## config.mk

```make
export PLATFORM = sky130hd
export DESIGN_NAME = adc_seed_pool_gen
export DESIGN_NICKNAME = d
export VERILOG_FILES = /design/src/rtl/adc_seed_pool_gen.sv
export SDC_FILE = /design/constraint.sdc
export NUM_CORES = 1
export LEC_CHECK = 0
export ABC_AREA = 1
export BUFFER_PORTS_ARGS = -buffer_cell sky130_fd_sc_hd__buf_2
export CELL_PAD_IN_SITES_DETAIL_PLACEMENT = 0
export CELL_PAD_IN_SITES_GLOBAL_PLACEMENT = 1
export CORE_UTILIZATION = 37
export DETAILED_ROUTE_END_ITERATION = 12
export PLACE_DENSITY_LB_ADDON = 0.08
export SLEW_MARGIN = 20
export SYNTH_ARGS = -nofsm -noshare
export SYNTH_HDL_FRONTEND = slang
export SYNTH_SLANG_ARGS = --single-unit
```

## constraint.sdc

```tcl
create_clock -name clk -period 1.59 [get_ports clk]
set_input_delay 0.159 -clock clk [delete_from_list [all_inputs] [get_ports clk]]
set_output_delay 0.159 -clock clk [all_outputs]
set_load 0.01 [all_outputs]
```

## src/rtl/adc_seed_pool_gen.sv

```systemverilog
// ---------------------------------------------------------------------------
// adc_seed_pool_gen: ADC-entropy pool feeding seed1/seed2 over valid/ready.
// Optional macro SEED_HEALTH_EN adds repetition / all-zero health tests. Rev 1.0
// ---------------------------------------------------------------------------
`default_nettype none
module adc_seed_pool_gen #(
  parameter int                SEED_W      = 128,
  parameter int                SAMPLE_W    = 16,
  parameter int                NUM_SAMPLES = 8,
  parameter int                LOOP_W      = 256,
  parameter logic [SEED_W-1:0] ADC_INIT    = 128'h3F72C91E5A6BD4FA8937CE1204B1DA6E,
  parameter logic [SEED_W-1:0] MASK1       = 128'hA8B2F3C01D9E6A3774CCE0B83F91AD24,
  parameter logic [SEED_W-1:0] MASK2       = 128'h6E1A9D2B44A7F80C2C913E5B7D34AC10,
  parameter int                REP_LIMIT   = 4
) (
  input  logic              clk,
  input  logic              rst_n,
  input  logic [LOOP_W-1:0] seedloop,
  input  logic              reseed_req,
  input  logic              seed_ready,
  output logic              seed_valid,
  output logic [SEED_W-1:0] seed1,
  output logic [SEED_W-1:0] seed2,
  output logic [7:0]        sample_cnt,
  output logic              health_fail
);

  localparam logic [7:0] LAST_CNT = 8'(NUM_SAMPLES - 1);

  typedef enum logic [0:0] {
    COLLECT = 1'b0,
    PRESENT = 1'b1
  } state_t;

  state_t            state, state_nxt;
  logic [SEED_W-1:0] adc_sample, adc_next;
  logic [SEED_W-1:0] pool, pool_nxt, pool_abs;
  logic [SEED_W-1:0] seed1_nxt, seed2_nxt;
  logic [7:0]        cnt_nxt;
  logic              valid_nxt;
  logic              last_absorb;
  logic              zero_trip;
  logic              health_trip;

  assign adc_next    = adc_sample ^ (adc_sample >> 1) ^ (adc_sample << 3) ^ seedloop[SEED_W-1:0];
  assign pool_abs    = (pool << SAMPLE_W) ^ adc_sample;
  assign last_absorb = (state == COLLECT) && (sample_cnt == LAST_CNT);

  generate
    if (LOOP_W > SEED_W) begin : g_loop_unused
      logic unused_loop_bits;
      assign unused_loop_bits = ^seedloop[LOOP_W-1:SEED_W];
    end
  endgenerate

`ifdef SEED_HEALTH_EN
  localparam int REP_W = $clog2(REP_LIMIT + 1);

  logic [REP_W-1:0] rep_cnt, rep_nxt;
  logic             rep_trip;

  // A stuck source trips once the run of unchanged samples reaches REP_LIMIT.
  assign rep_trip    = (adc_next == adc_sample) && (rep_cnt == REP_W'(REP_LIMIT - 1));
  assign zero_trip   = last_absorb && (pool_abs == '0);
  assign health_trip = rep_trip || zero_trip;
  assign rep_nxt     = ((adc_next != adc_sample) || rep_trip) ? '0 : rep_cnt + REP_W'(1);

  always_ff @(posedge clk or negedge rst_n) begin
    if (!rst_n) begin
      rep_cnt     <= '0;
      health_fail <= 1'b0;
    end else begin
      rep_cnt     <= rep_nxt;
      health_fail <= health_trip;
    end
  end
`else
  localparam int unused_rep_limit = REP_LIMIT;

  assign zero_trip   = 1'b0;
  assign health_trip = 1'b0;
  assign health_fail = 1'b0;
`endif

  always_ff @(posedge clk or negedge rst_n) begin
    if (!rst_n) begin
      state      <= COLLECT;
      adc_sample <= ADC_INIT;
      pool       <= '0;
      sample_cnt <= 8'd0;
      seed_valid <= 1'b0;
      seed1      <= '0;
      seed2      <= '0;
    end else begin
      state      <= state_nxt;
      adc_sample <= adc_next;
      pool       <= pool_nxt;
      sample_cnt <= cnt_nxt;
      seed_valid <= valid_nxt;
      seed1      <= seed1_nxt;
      seed2      <= seed2_nxt;
    end
  end

  always_comb begin
    state_nxt = state;
    pool_nxt  = pool;
    cnt_nxt   = sample_cnt;
    valid_nxt = seed_valid;
    seed1_nxt = seed1;
    seed2_nxt = seed2;

    case (state)
      COLLECT: begin
        pool_nxt = pool_abs;
        cnt_nxt  = sample_cnt + 8'd1;
        if (last_absorb && !zero_trip) begin
          seed1_nxt = pool_abs ^ MASK1;
          seed2_nxt = ~pool_abs ^ MASK2;
          valid_nxt = 1'b1;
          state_nxt = PRESENT;
        end
      end
      PRESENT: begin
        if (seed_ready) begin
          pool_nxt  = '0;
          cnt_nxt   = 8'd0;
          valid_nxt = 1'b0;
          state_nxt = COLLECT;
        end
      end
      default: state_nxt = COLLECT;
    endcase

    // Discards win over both completion and handshake; seeds stay stale but invalid.
    if (reseed_req || health_trip) begin
      pool_nxt  = '0;
      cnt_nxt   = 8'd0;
      valid_nxt = 1'b0;
      state_nxt = COLLECT;
    end
  end

endmodule
`default_nettype wire

```

* Word-level counts from Yosys, hierarchy flattened *
Cells that the tools add are included.
W data, S select, Z words.

word-level totals
  register bits = 506
  word-level logic and storage cells = 36

operators by class
  muxes and demuxes = 14
  reduce and logical (&&, ||, !) cells = 3
  bitwise gates (word level) = 8
  $add $sub $neg = 1
  equality and inequality tests = 3

operators with widths
  operator               count
  $xor A128 B128 Y128    3
  $mux W112              2
  $pmux W112 S2          1
  $not A128 Y128         1
  $xor A128 B127 Y128    1
  $not A64 Y64           1
  $not A61 Y61           1
  $mux W8                2
  $pmux W8 S2            1
  $add A8 B1 Y8 const B  1
  $eq A8 B3 Y1 const B   1
  $mux W1                6
  $ne A3 B3 Y1 const B   2
  $pmux W1 S2            2
  $reduce_and A2 Y1      2
  $logic_and A1 B1 Y1    1
  $not A1 Y1             1

* Logic depth before layout (Yosys ltp) *
  depth after elaboration = 5
  mapped depth = 8
  mapped depth without buffers = 6

* Least setup slack after synthesis *
Ideal clock, no wire load.

  path kind = reg-to-reg
  from = register sample_cnt[1]
  to = register seed1[101]
  clock period less this slack = 1.595 ns
  path buffers = 2
  cell stages (with the launch flop) = 9
  slack = -0.005 ns
  setup time = 0.117 ns
  arrival time = 1.478 ns
  cell sequence = dfrtp_1 > ha_1 > nand2_1 > nor3_2 > nand2_1 > buf_2 > buf_2 > nand2_1 > nand2_1

on the way
  word-level cells in the longest chain between the ends = 3

ends and longest elaborated chain
  item                                line  text
  start, declared                     24    output logic [7:0] sample_cnt,
  start signal, assigned              98    sample_cnt <= cnt_nxt;
  $eq A8 B3 Y1                        47    assign last_absorb = (state == COLLECT) && (sample_cnt == LAST_CNT);
  $logic_and A1 B1 Y1                 47
  $reduce_and A2 Y1 (no source line)  --
  end signal, assigned                100   seed1 <= seed1_nxt;
  end, declared                       22    output logic [SEED_W-1:0] seed1,

Every way passes these cells.
A chain may end at the register's enable or synchronous reset.

* Final worst setup path *
  from = register sample_cnt[1]
  to = register seed1[88]

The elaborated chain is that of the path after synthesis.

==> flow_metrics.env <==
export IMPL_rsz0062_at_grt="true"
export IMPL_fin_tns_setup_ps=0
export IMPL_die_w_um=236
export IMPL_dp_hpwl_mm=42.2
export IMPL_ctsRootBufferMaster="clkbuf_16"
export IMPL_via_count=15017
export IMPL_clock_skew_ps=15.9
export IMPL_drive_gt1_frac=0.258
export IMPL_dp_cells=2989
export IMPL_fin_crit_sh=0.997
export IMPL_cts_clk_slew_worst_paths_ps=60
export IMPL_grt_util_all_layers=0.216
export IMPL_setup_viol=0
export IMPL_grt_overflow_total=0
export IMPL_start_util=0.376
export IMPL_endpoint="seed1[88]$_DFFE_PN0P_"
export IMPL_yosysWarnings=0
export IMPL_nFillCells=5100
export IMPL_tritoncts="yes"
export IMPL_ir_drop_uv=966
export IMPL_final_cell_mix="nand2_1, buf_2, dfrtp_1, xnor2_1, xor2_1"
export IMPL_clkSinkCount=443
export IMPL_p_leak_uw=0.0131
export IMPL_rr_endpoint="seed1[88]$_DFFE_PN0P_"
export IMPL_syn2layout_area_growth_pct=30.7
export IMPL_clk_latency_ps=590
export IMPL_final_util=0.492
export IMPL_syn_num_nets=2249
export IMPL_numCtsBuffers=52
export IMPL_grt_pass1_wl_mm=92.1
export IMPL_drc_errors=0
export IMPL_drv_cap=0
export IMPL_die_height_um=236
export IMPL_synth_distinct_cells=20
export IMPL_grt_pass1_vias=15121
export IMPL_fin_crit_ps=1590
export IMPL_numPortBuffers=396
export IMPL_r2r_slack_ps=4
export IMPL_cp_cell_sequence="ha_2 -> nand2_2 -> nor3_4 -> buf_6 -> nand2_4 -> buf_6 -> nand2_1 -> nand2_1"
export IMPL_critPathKind="reg -> reg"
export IMPL_drtIter0Drc=807
export IMPL_grt_max_degree=88
export IMPL_slew_headroom=0.575
export IMPL_antenna_found_initial=1
export IMPL_status="complete, no violations"
export IMPL_cp_slowest_cell="dfrtp_1"
export IMPL_placementRows=85
export IMPL_synth_area_top_cells="dfrtp_1, xnor2_1, nand2_1, dfstp_2, xor2_1"
export IMPL_startpoint="sample_cnt[1]$_DFFE_PN0P_"
export IMPL_seqCellArea_sq_mm=0.0112
export IMPL_synthesis_area_sq_mm=0.0203
export IMPL_power_density_mw_per_mm2=2070
export IMPL_vias_per_cell=4.65
export IMPL_hold_class="in -> async"
export IMPL_antenna_cells=0
export IMPL_hold_violations=0
export IMPL_wl_per_cell_um=19.4
export IMPL_final_common_cell="nand2_1"
export IMPL_routed_wl_mm=62.5
export IMPL_cp_end_kind="flop"
export IMPL_worst_pin_slew_ps=633
export IMPL_reg2reg_from="sample_cnt[1]$_DFFE_PN0P_"
export IMPL_synthCells=1987
export IMPL_multi_input_area_sq_mm=0.00824
export IMPL_stdcell_count=3227
export IMPL_worst_ep_arrival_time_ps=2060
export IMPL_crit_required_ps=2060
export IMPL_globalplace_congestion=0.780
export IMPL_antenna_left=0
export IMPL_layout_nets=2751
export IMPL_syn_avg_cell_area_sq_um=10.2
export IMPL_critPathMaxFanout=21
export IMPL_max_clock_path_buffers=3
export IMPL_ys_seq_elements=443
export IMPL_synth_top_area_cell="dfrtp_1"
export IMPL_io_pins=526
export IMPL_drv_slew=0
export IMPL_design_core_area_sq_mm=0.0540
export IMPL_h_tree_depth=2
export IMPL_max_stage_delay_ps=360
export IMPL_yosysSeqAreaShare=0.549
export IMPL_crit_path_start_kind="flop"
export IMPL_timing_fmax_mhz=631
export IMPL_drtPass1Iterations=5
export IMPL_r2r_cells=8
export IMPL_netlist_area_leader_share=0.463
export IMPL_dieArea_sq_mm=0.0559
[worst min path at each step]
| stage | from | endpoint | slack, ps |
|---|---|---|---|
| after floorplan | rst_n | adc_sample[0]$_DFF_PN0_ | -140 |
| after global placement | rst_n | adc_sample[112]$_DFF_PN0_ | 40 |
| after detailed placement | rst_n | adc_sample[112]$_DFF_PN0_ | 50 |
| after CTS | seed_ready | state$_DFF_PN0_ | 5 |
| after global routing | rst_n | adc_sample[112]$_DFF_PN0_ | 30 |
| final | rst_n | adc_sample[114]$_DFF_PN0_ | 40 |
[per-layer routing]
layer,wire [um],up-vias,GRT usage
met5,13,-,0
met1,29300,7388,0.304
li1,-,7218,-
met3,2340,76,0.0347
met2,29700,333,0.350
met4,1030,2,0.0458
[power breakdown]
part | switching [uW] | leakage (uW) | internal [uW]
sequential | 5420 | 0.00563 | 16700
clock | 4870 | 0.000905 | 7700
combinational | 9790 | 0.00655 | 10500
total | 20100 | 0.0131 | 34900
[stage by stage]
stage               power [uW]  hold WS (ps)  setup WS (ps)  area [sq um]
finish                   55000          38.4           4.21         26600
global route             58400          34.3          -70.1         26600
CTS                      55700          4.61         -0.756         26300
detailed placement       42600          45.1          -86.9         23200
global placement         42200          39.8          -60.8         23200
floorplan                35300          -137           24.7         20300
[layout make-up]
cell class / count / area share
Clock buffer: 82 / 0.0619
Clock inverter: 14 / 0.00650
Inverter: 22 / 0.00325
Multi-Input combinational cell: 1360 / 0.310
Sequential cell: 443 / 0.420
Tap cell: 696 / 0.0328
Timing Repair Buffer: 610 / 0.166
[state kept, by name, indices dropped and copies added, names as in the netlist]
name,cells
seed_valid,1
state,1
seed1,128
seed2,65
adc_sample,128
sample_cnt,8
pool,112
[worst max-delay path: cells and delay by family (launching register included)]
family | cells | cell delay (ps)
adder cells (fa/ha/maj) | 1 | 190
flip-flops | 1 | 360
AND/OR/NAND/NOR | 5 | 470
buffers and inverters | 2 | 420
[cells by family (layout without fill, tap and decap cells)]
kind of cell               Yosys count  after routing  share of synthesized area
adders and majority gates            2              2                    0.00123
other                                1              1                   0.000184
buffers and inverters              185            728                     0.0495
AOI/OAI and AO/OA                  111            111                     0.0277
and+or+nand+nor                    753            754                      0.160
DFF                                443            443                      0.549
xor gates and xnor gates           492            492                      0.212
[timing repair]
action | in CTS | in global routing
hold buffers | 130 | 0
cloned | 0 | 9
buffers inserted | 0 | 3
hold endpoints to repair | 497 | 0
setup endpoints to repair | 168 | 194
gates resized for setup | 7 | 13
pin swaps | 1 | 3
[synthesized netlist by cell type]
master and instances:
buf_1 1, ha_1 2, a22o_1 2, xnor2_1 346
clkbuf_1 41, nor3_2 2, nand2_1 540, nor2_1 11
xor2_1 146, nand3_1 131, inv_1 20, nand3b_1 69
inv_2 2, dfstp_2 67, a21oi_1 1, conb_1 1
dfrtp_1 376, buf_4 64, buf_2 57, o21ai_0 108
No activity file was read; power rests on OpenSTA's default activity.
